--- src/rtl/mips_arb_pkg.sv ---
// Shared types and constants for the instruction/data memory port arbiter.
package mips_arb_pkg;

  typedef enum logic [1:0] {
    ST_IDLE = 2'd0,
    ST_BUSY = 2'd1,
    ST_RESP = 2'd2
  } arb_state_t;

  localparam logic SEL_IF = 1'b0;
  localparam logic SEL_DM = 1'b1;

  localparam int DEFAULT_TIMEOUT = 255;

endpackage

--- src/rtl/MUX2to1.sv ---
// Generic two-input multiplexer: y = sel ? b : a, built bit by bit.
module MUX2to1 #(
  parameter int N = 32
) (
  input  logic [N-1:0] a,
  input  logic [N-1:0] b,
  input  logic         sel,
  output logic [N-1:0] y
);

  genvar gi;
  generate
    for (gi = 0; gi < N; gi++) begin : g_bit
      assign y[gi] = sel ? b[gi] : a[gi];
    end
  endgenerate

endmodule

--- src/rtl/mem_port_arbiter.sv ---
// Round-robin arbiter sharing one memory port between instruction fetch and data access.
// Optional watchdog enabled by defining ARB_TIMEOUT_EN.
module mem_port_arbiter
  import mips_arb_pkg::*;
#(
  parameter int N       = 32,
  parameter int AW      = 32,
  parameter int TIMEOUT = DEFAULT_TIMEOUT
) (
  input  logic          clk,
  input  logic          rst_n,
  input  logic          if_req,
  input  logic [AW-1:0] if_addr,
  output logic [N-1:0]  if_rdata,
  output logic          if_ack,
  input  logic          dm_req,
  input  logic          dm_we,
  input  logic [AW-1:0] dm_addr,
  input  logic [N-1:0]  dm_wdata,
  output logic [N-1:0]  dm_rdata,
  output logic          dm_ack,
  output logic          mem_req,
  output logic          mem_we,
  output logic [AW-1:0] mem_addr,
  output logic [N-1:0]  mem_wdata,
  input  logic [N-1:0]  mem_rdata,
  input  logic          mem_ack,
  output logic          sel,
  output logic          err
);

  arb_state_t   state_reg, state_next;
  logic         sel_reg, sel_next;
  logic         prefer_dm_reg, prefer_dm_next;
  logic [N-1:0] if_rdata_reg, if_rdata_next;
  logic [N-1:0] dm_rdata_reg, dm_rdata_next;
  logic         timeout_hit;
  logic [N-1:0] capture_val;

`ifdef ARB_TIMEOUT_EN
  localparam int CW = $clog2(TIMEOUT + 1);

  logic [CW-1:0] cnt_reg, cnt_next;
  logic          err_reg, err_next;

  // Counter is held at zero outside BUSY so it restarts on every BUSY entry.
  always_comb begin
    cnt_next    = '0;
    timeout_hit = 1'b0;
    if (state_reg == ST_BUSY) begin
      cnt_next    = cnt_reg + 1'b1;
      timeout_hit = !mem_ack && (cnt_reg == CW'(TIMEOUT - 1));
    end
    err_next = err_reg | timeout_hit;
  end

  always_ff @(posedge clk or negedge rst_n) begin
    if (!rst_n) begin
      cnt_reg <= '0;
      err_reg <= 1'b0;
    end else begin
      cnt_reg <= cnt_next;
      err_reg <= err_next;
    end
  end

  assign err = err_reg;
`else
  assign timeout_hit = 1'b0;
  assign err         = 1'b0;
`endif

  // A timed-out access completes with zero data.
  assign capture_val = mem_ack ? mem_rdata : '0;

  always_comb begin
    state_next     = state_reg;
    sel_next       = sel_reg;
    prefer_dm_next = prefer_dm_reg;
    if_rdata_next  = if_rdata_reg;
    dm_rdata_next  = dm_rdata_reg;
    mem_req        = 1'b0;
    mem_we         = 1'b0;
    if_ack         = 1'b0;
    dm_ack         = 1'b0;
    case (state_reg)
      ST_IDLE: begin
        if (if_req || dm_req) begin
          state_next = ST_BUSY;
          if (dm_req && (!if_req || prefer_dm_reg)) begin
            sel_next       = SEL_DM;
            prefer_dm_next = 1'b0;
          end else begin
            sel_next       = SEL_IF;
            prefer_dm_next = 1'b1;
          end
        end
      end
      ST_BUSY: begin
        mem_req = 1'b1;
        mem_we  = (sel_reg == SEL_DM) && dm_we;
        if (mem_ack || timeout_hit) begin
          state_next = ST_RESP;
          if (sel_reg == SEL_DM) dm_rdata_next = capture_val;
          else                   if_rdata_next = capture_val;
        end
      end
      ST_RESP: begin
        if_ack     = (sel_reg == SEL_IF);
        dm_ack     = (sel_reg == SEL_DM);
        state_next = ST_IDLE;
      end
      default: state_next = ST_IDLE;
    endcase
  end

  always_ff @(posedge clk or negedge rst_n) begin
    if (!rst_n) begin
      state_reg     <= ST_IDLE;
      sel_reg       <= SEL_IF;
      prefer_dm_reg <= 1'b1;
      if_rdata_reg  <= '0;
      dm_rdata_reg  <= '0;
    end else begin
      state_reg     <= state_next;
      sel_reg       <= sel_next;
      prefer_dm_reg <= prefer_dm_next;
      if_rdata_reg  <= if_rdata_next;
      dm_rdata_reg  <= dm_rdata_next;
    end
  end

  MUX2to1 #(.N(AW)) u_addr_mux (
    .a   (if_addr),
    .b   (dm_addr),
    .sel (sel_reg),
    .y   (mem_addr)
  );

  assign mem_wdata = dm_wdata;
  assign sel       = sel_reg;
  assign if_rdata  = if_rdata_reg;
  assign dm_rdata  = dm_rdata_reg;

endmodule

--- config.mk ---
export PLATFORM = sky130hd
export DESIGN_NAME = mem_port_arbiter
export DESIGN_NICKNAME = d
export VERILOG_FILES = /design/src/rtl/mips_arb_pkg.sv /design/src/rtl/MUX2to1.sv /design/src/rtl/mem_port_arbiter.sv
export SDC_FILE = /design/constraint.sdc
export NUM_CORES = 1
export LEC_CHECK = 0
export CAP_MARGIN = 25
export CORE_ASPECT_RATIO = 1.4
export CORE_MARGIN = 2
export CORE_UTILIZATION = 33
export DETAILED_ROUTE_END_ITERATION = 10
export HOLD_SLACK_MARGIN = 0.15
export PLACE_DENSITY_LB_ADDON = 0.12
export SETUP_SLACK_MARGIN = 0.05
export SYNTH_ARGS = -nofsm -noshare
export SYNTH_HDL_FRONTEND = slang
export SYNTH_SLANG_ARGS = --single-unit
--- constraint.sdc ---
create_clock -name clk -period 1.94 [get_ports clk]
set_input_delay 0.582 -clock clk [delete_from_list [all_inputs] [get_ports clk]]
set_output_delay 0.582 -clock clk [all_outputs]
set_load 0.02 [all_outputs]
==> impl_results.md <==
* Status: finished, violations left
* Violations in the final reports: setup timing
* Max-cap violations at 0
* Initial Util at 0.339
* Net switching power figure at 3.38 mW
* Top-level I/O count at 268
* Share of power burned in combinational logic at 0.563
* Pin count of the biggest net entering global routing at 69
* Synthesized instance count at 225
* Final hold violations at 0
* Post-synthesis net count at 359
* Termination of the worst setup path: mem_addr[8]
* Clk network pwr share at 0.176
* Net total in the final layout at 554
* RSZ-0062 raised after global routing: yes
* Maximum cell stage delay along the critical path at 0.45 ns
* Max stage delay cell, worst path: sky130_fd_sc_hd__dfrtp_2
* Number of global-route vias before repair at 2720
* Maximum buffer depth of the clock tree at 2
* Dominant synthesized flop cell: sky130_fd_sc_hd__dfrtp_1
* Switching power share of the total at 0.350
* First-pass iteration count of the detailed router at 4
* Critical path launch point type: flop
* Die W at 89.3 µm
* Std cell rows at 43
* Final WS setup at -0.170 ns
* Wire length after detailed routing at 11100 µm
* Routability Congestion at 0.743
* Synthesized flop and latch total at 68
* Leakage dissipation at 2.99 nW
* Internal power component at 6.27 mW
* Synth Cell Area at 3360 µm²
* TritonCTS Buffers at 9
* Count of buffers from port buffering at 202
* Setup Crit Path Kind: flop to output pin
* Cells along the critical path: buf_12, buf_6, mux2_4, buf_6
* Final number of max-transition violations at 0
* Total Die Area at 11000 µm²
* Highest fanout seen on the critical path at 9
* Crit. Startpoint: sel$_DFFE_PN0P_
* Clock Skews at 0.00591 ns
* Async set or reset register ratio after synthesis at 1.00
* Diode insertion count for antenna repair at 0
* Commonest non-fill, non-tap cell in the layout: sky130_fd_sc_hd__clkdlybuf4s50_1
* TritonCTS clock tree: yes
* Average cell area after synthesis at 14.9 µm²
* DPL Wire Length at 8300 µm
* YS warnings at 0
* Number of levels the H-tree was split into at 3
* Required time of the worst setup path at 1.36 ns
* DRC violation count after routing at 0
* Clock slew at reported path FFs at 0.05 ns
* R2R depth at 6
* GRT Residual Overflow at 0
* Antenna violations before repair at 0
* Number of synthesized flops with an enable pin at 0
* Layout overhead on the synthesized area at 78.4%
* Placeable core region at 9900 µm²
* Maximum resistive drop on vdd at 0.572 mV
* R2r endpoint: if_rdata[25]$_DFFE_PN0P_
* Power density over cell area at 1610 nW/µm²
* Share of the yosys chip area belonging to registers at 0.507
* Clock network latency to the later pin of the worst-skew pair at 0.32 ns
* Total setup violations reported at the end of the flow at 33
* Share of total power in sequential cells at 0.261
* Reg-to-reg slack, setup at 0.06 ns
* Clock Sink Count at 68
* Global router's overall resource usage at 0.198
* First-pass GRT wire length at 15600 µm
* Crit path time final at 2.11 ns
* Power consumption at 9.65 mW
* Signal arrival time at the worst endpoint at 1.53 ns
* Share of the clock period used by the worst path at 1.09
* Initial detailed-routing violation count at 40
* Type of destination of the critical path: output pin
* Worst R2R Start: sel$_DFFE_PN0P_
* Routed Antenna Nets at 0
* Cell repeated most along the worst path: sky130_fd_sc_hd__buf_6
* Routed wire per std cell at 19.9 µm
* Utilization of the core after routing at 0.606
* Number of fillers in the final layout at 847
* Ratio of cells with drive above 1 in the final layout at 0.412
* Commonest cells after routing, fill and taps aside: sky130_fd_sc_hd__clkdlybuf4s50_1 (101), sky130_fd_sc_hd__dfrtp_1 (66), sky130_fd_sc_hd__mux2_2 (51)
* DR vias at 2563
* Fmax at 474 MHz
* Netlist cell types at 23
* Die boundary height at 123 µm
* Post-DR vias/cell at 4.58
* Cell chosen for the clock root: sky130_fd_sc_hd__clkbuf_16
* Hold WC Path Type: primary input to asynchronous set/reset pin
## power by group through the flow
stage / clock network [mW] / logic, mW / registers (mW)
final: 1.70 / 5.44 / 2.52
after global routing: 1.80 / 5.73 / 2.61
after CTS: 1.75 / 5.60 / 2.55
after detailed placement: 0 / 5.25 / 2.55
after global placement: 0 / 5.23 / 2.52
after floorplan: 0 / 1.95 / 3.38
## worst max-delay path, delay by kind of cell, from the launching register on
kind | cells | cell delay (ns)
buf+inv | 3 | 0.42
mux | 1 | 0.32
flops | 1 | 0.45
## cell type report
class | count | area, µm² | area share
clock buffers | 12 | 236 | 0.0394
clock inverters | 4 | 73.8 | 0.0123
multi-input cells | 112 | 1370 | 0.228
flip-flops and latches | 68 | 1700 | 0.284
well taps | 135 | 169 | 0.0282
repair buffers | 229 | 2450 | 0.408
## metal layers
metal,share of wire,GRT usage,wire (µm)
met2,0.52,0.327,5810
met3,0.10,0.0854,1140
met1,0.36,0.227,3950
met4,0.016,0.0662,176
met5,0.0039,0.0303,43
## per-stage QoR
step / hold slack [ns] / setup slack [ns] / setup TNS [ns] / instances / area [µm²]
after floorplan: 0.286 / 0.0949 / 0 / 225 / 3370
after global placement: 0.468 / -0.551 / -20.48 / 531 / 5380
after detailed placement: 0.472 / -0.542 / -21.41 / 531 / 5380
after CTS: 0.285 / -0.188 / -4.72 / 556 / 5850
after global routing: 0.298 / -0.212 / -4.78 / 560 / 6000
final: 0.271 / -0.170 / -3.25 / 560 / 6000
## what timing repair did
action	CTS	global route
buffers inserted	6	4
pin swaps	0	1
hold endpoints to repair	0	0
endpoints found under the setup margin	54	102
hold buffers	0	0
cloned	3	3
gates resized for setup	225	46
## Yosys cell counts, types with 2 or more instances
master                    instances  area share
sky130_fd_sc_hd__dfrtp_1         67        0.50
sky130_fd_sc_hd__mux2_2          61        0.20
sky130_fd_sc_hd__buf_4           35       0.078
sky130_fd_sc_hd__mux2_4          30        0.13
sky130_fd_sc_hd__buf_2            6      0.0089
sky130_fd_sc_hd__mux2_1           5       0.017
sky130_fd_sc_hd__buf_6            4       0.013
sky130_fd_sc_hd__nor3b_1          2      0.0045
## how the worst min path moves through the flow
stage / from / endpoint / slack (ns)
floorplan: rst_n / dm_rdata[0]$_DFFE_PN0P_ / 0.29
global placement: prefer_dm_reg$_DFFE_PN1P_ / prefer_dm_reg$_DFFE_PN1P_ / 0.47
detailed placement: prefer_dm_reg$_DFFE_PN1P_ / prefer_dm_reg$_DFFE_PN1P_ / 0.47
CTS: rst_n / if_rdata[15]$_DFFE_PN0P_ / 0.28
global route: rst_n / if_rdata[16]$_DFFE_PN0P_ / 0.30
finish: rst_n / dm_rdata[16]$_DFFE_PN0P_ / 0.27
## cell families after synthesis
group                  count (synthesis)  share of synthesized area
AND/OR/NAND/NOR                       12                     0.0283
other                                  1                    0.00112
buffers and inverters                 45                      0.101
AO/OA/AOI/OAI                          2                    0.00521
multiplexers                          97                      0.358
flip-flops                            68                      0.507
(Power assumes the default switching activity.)
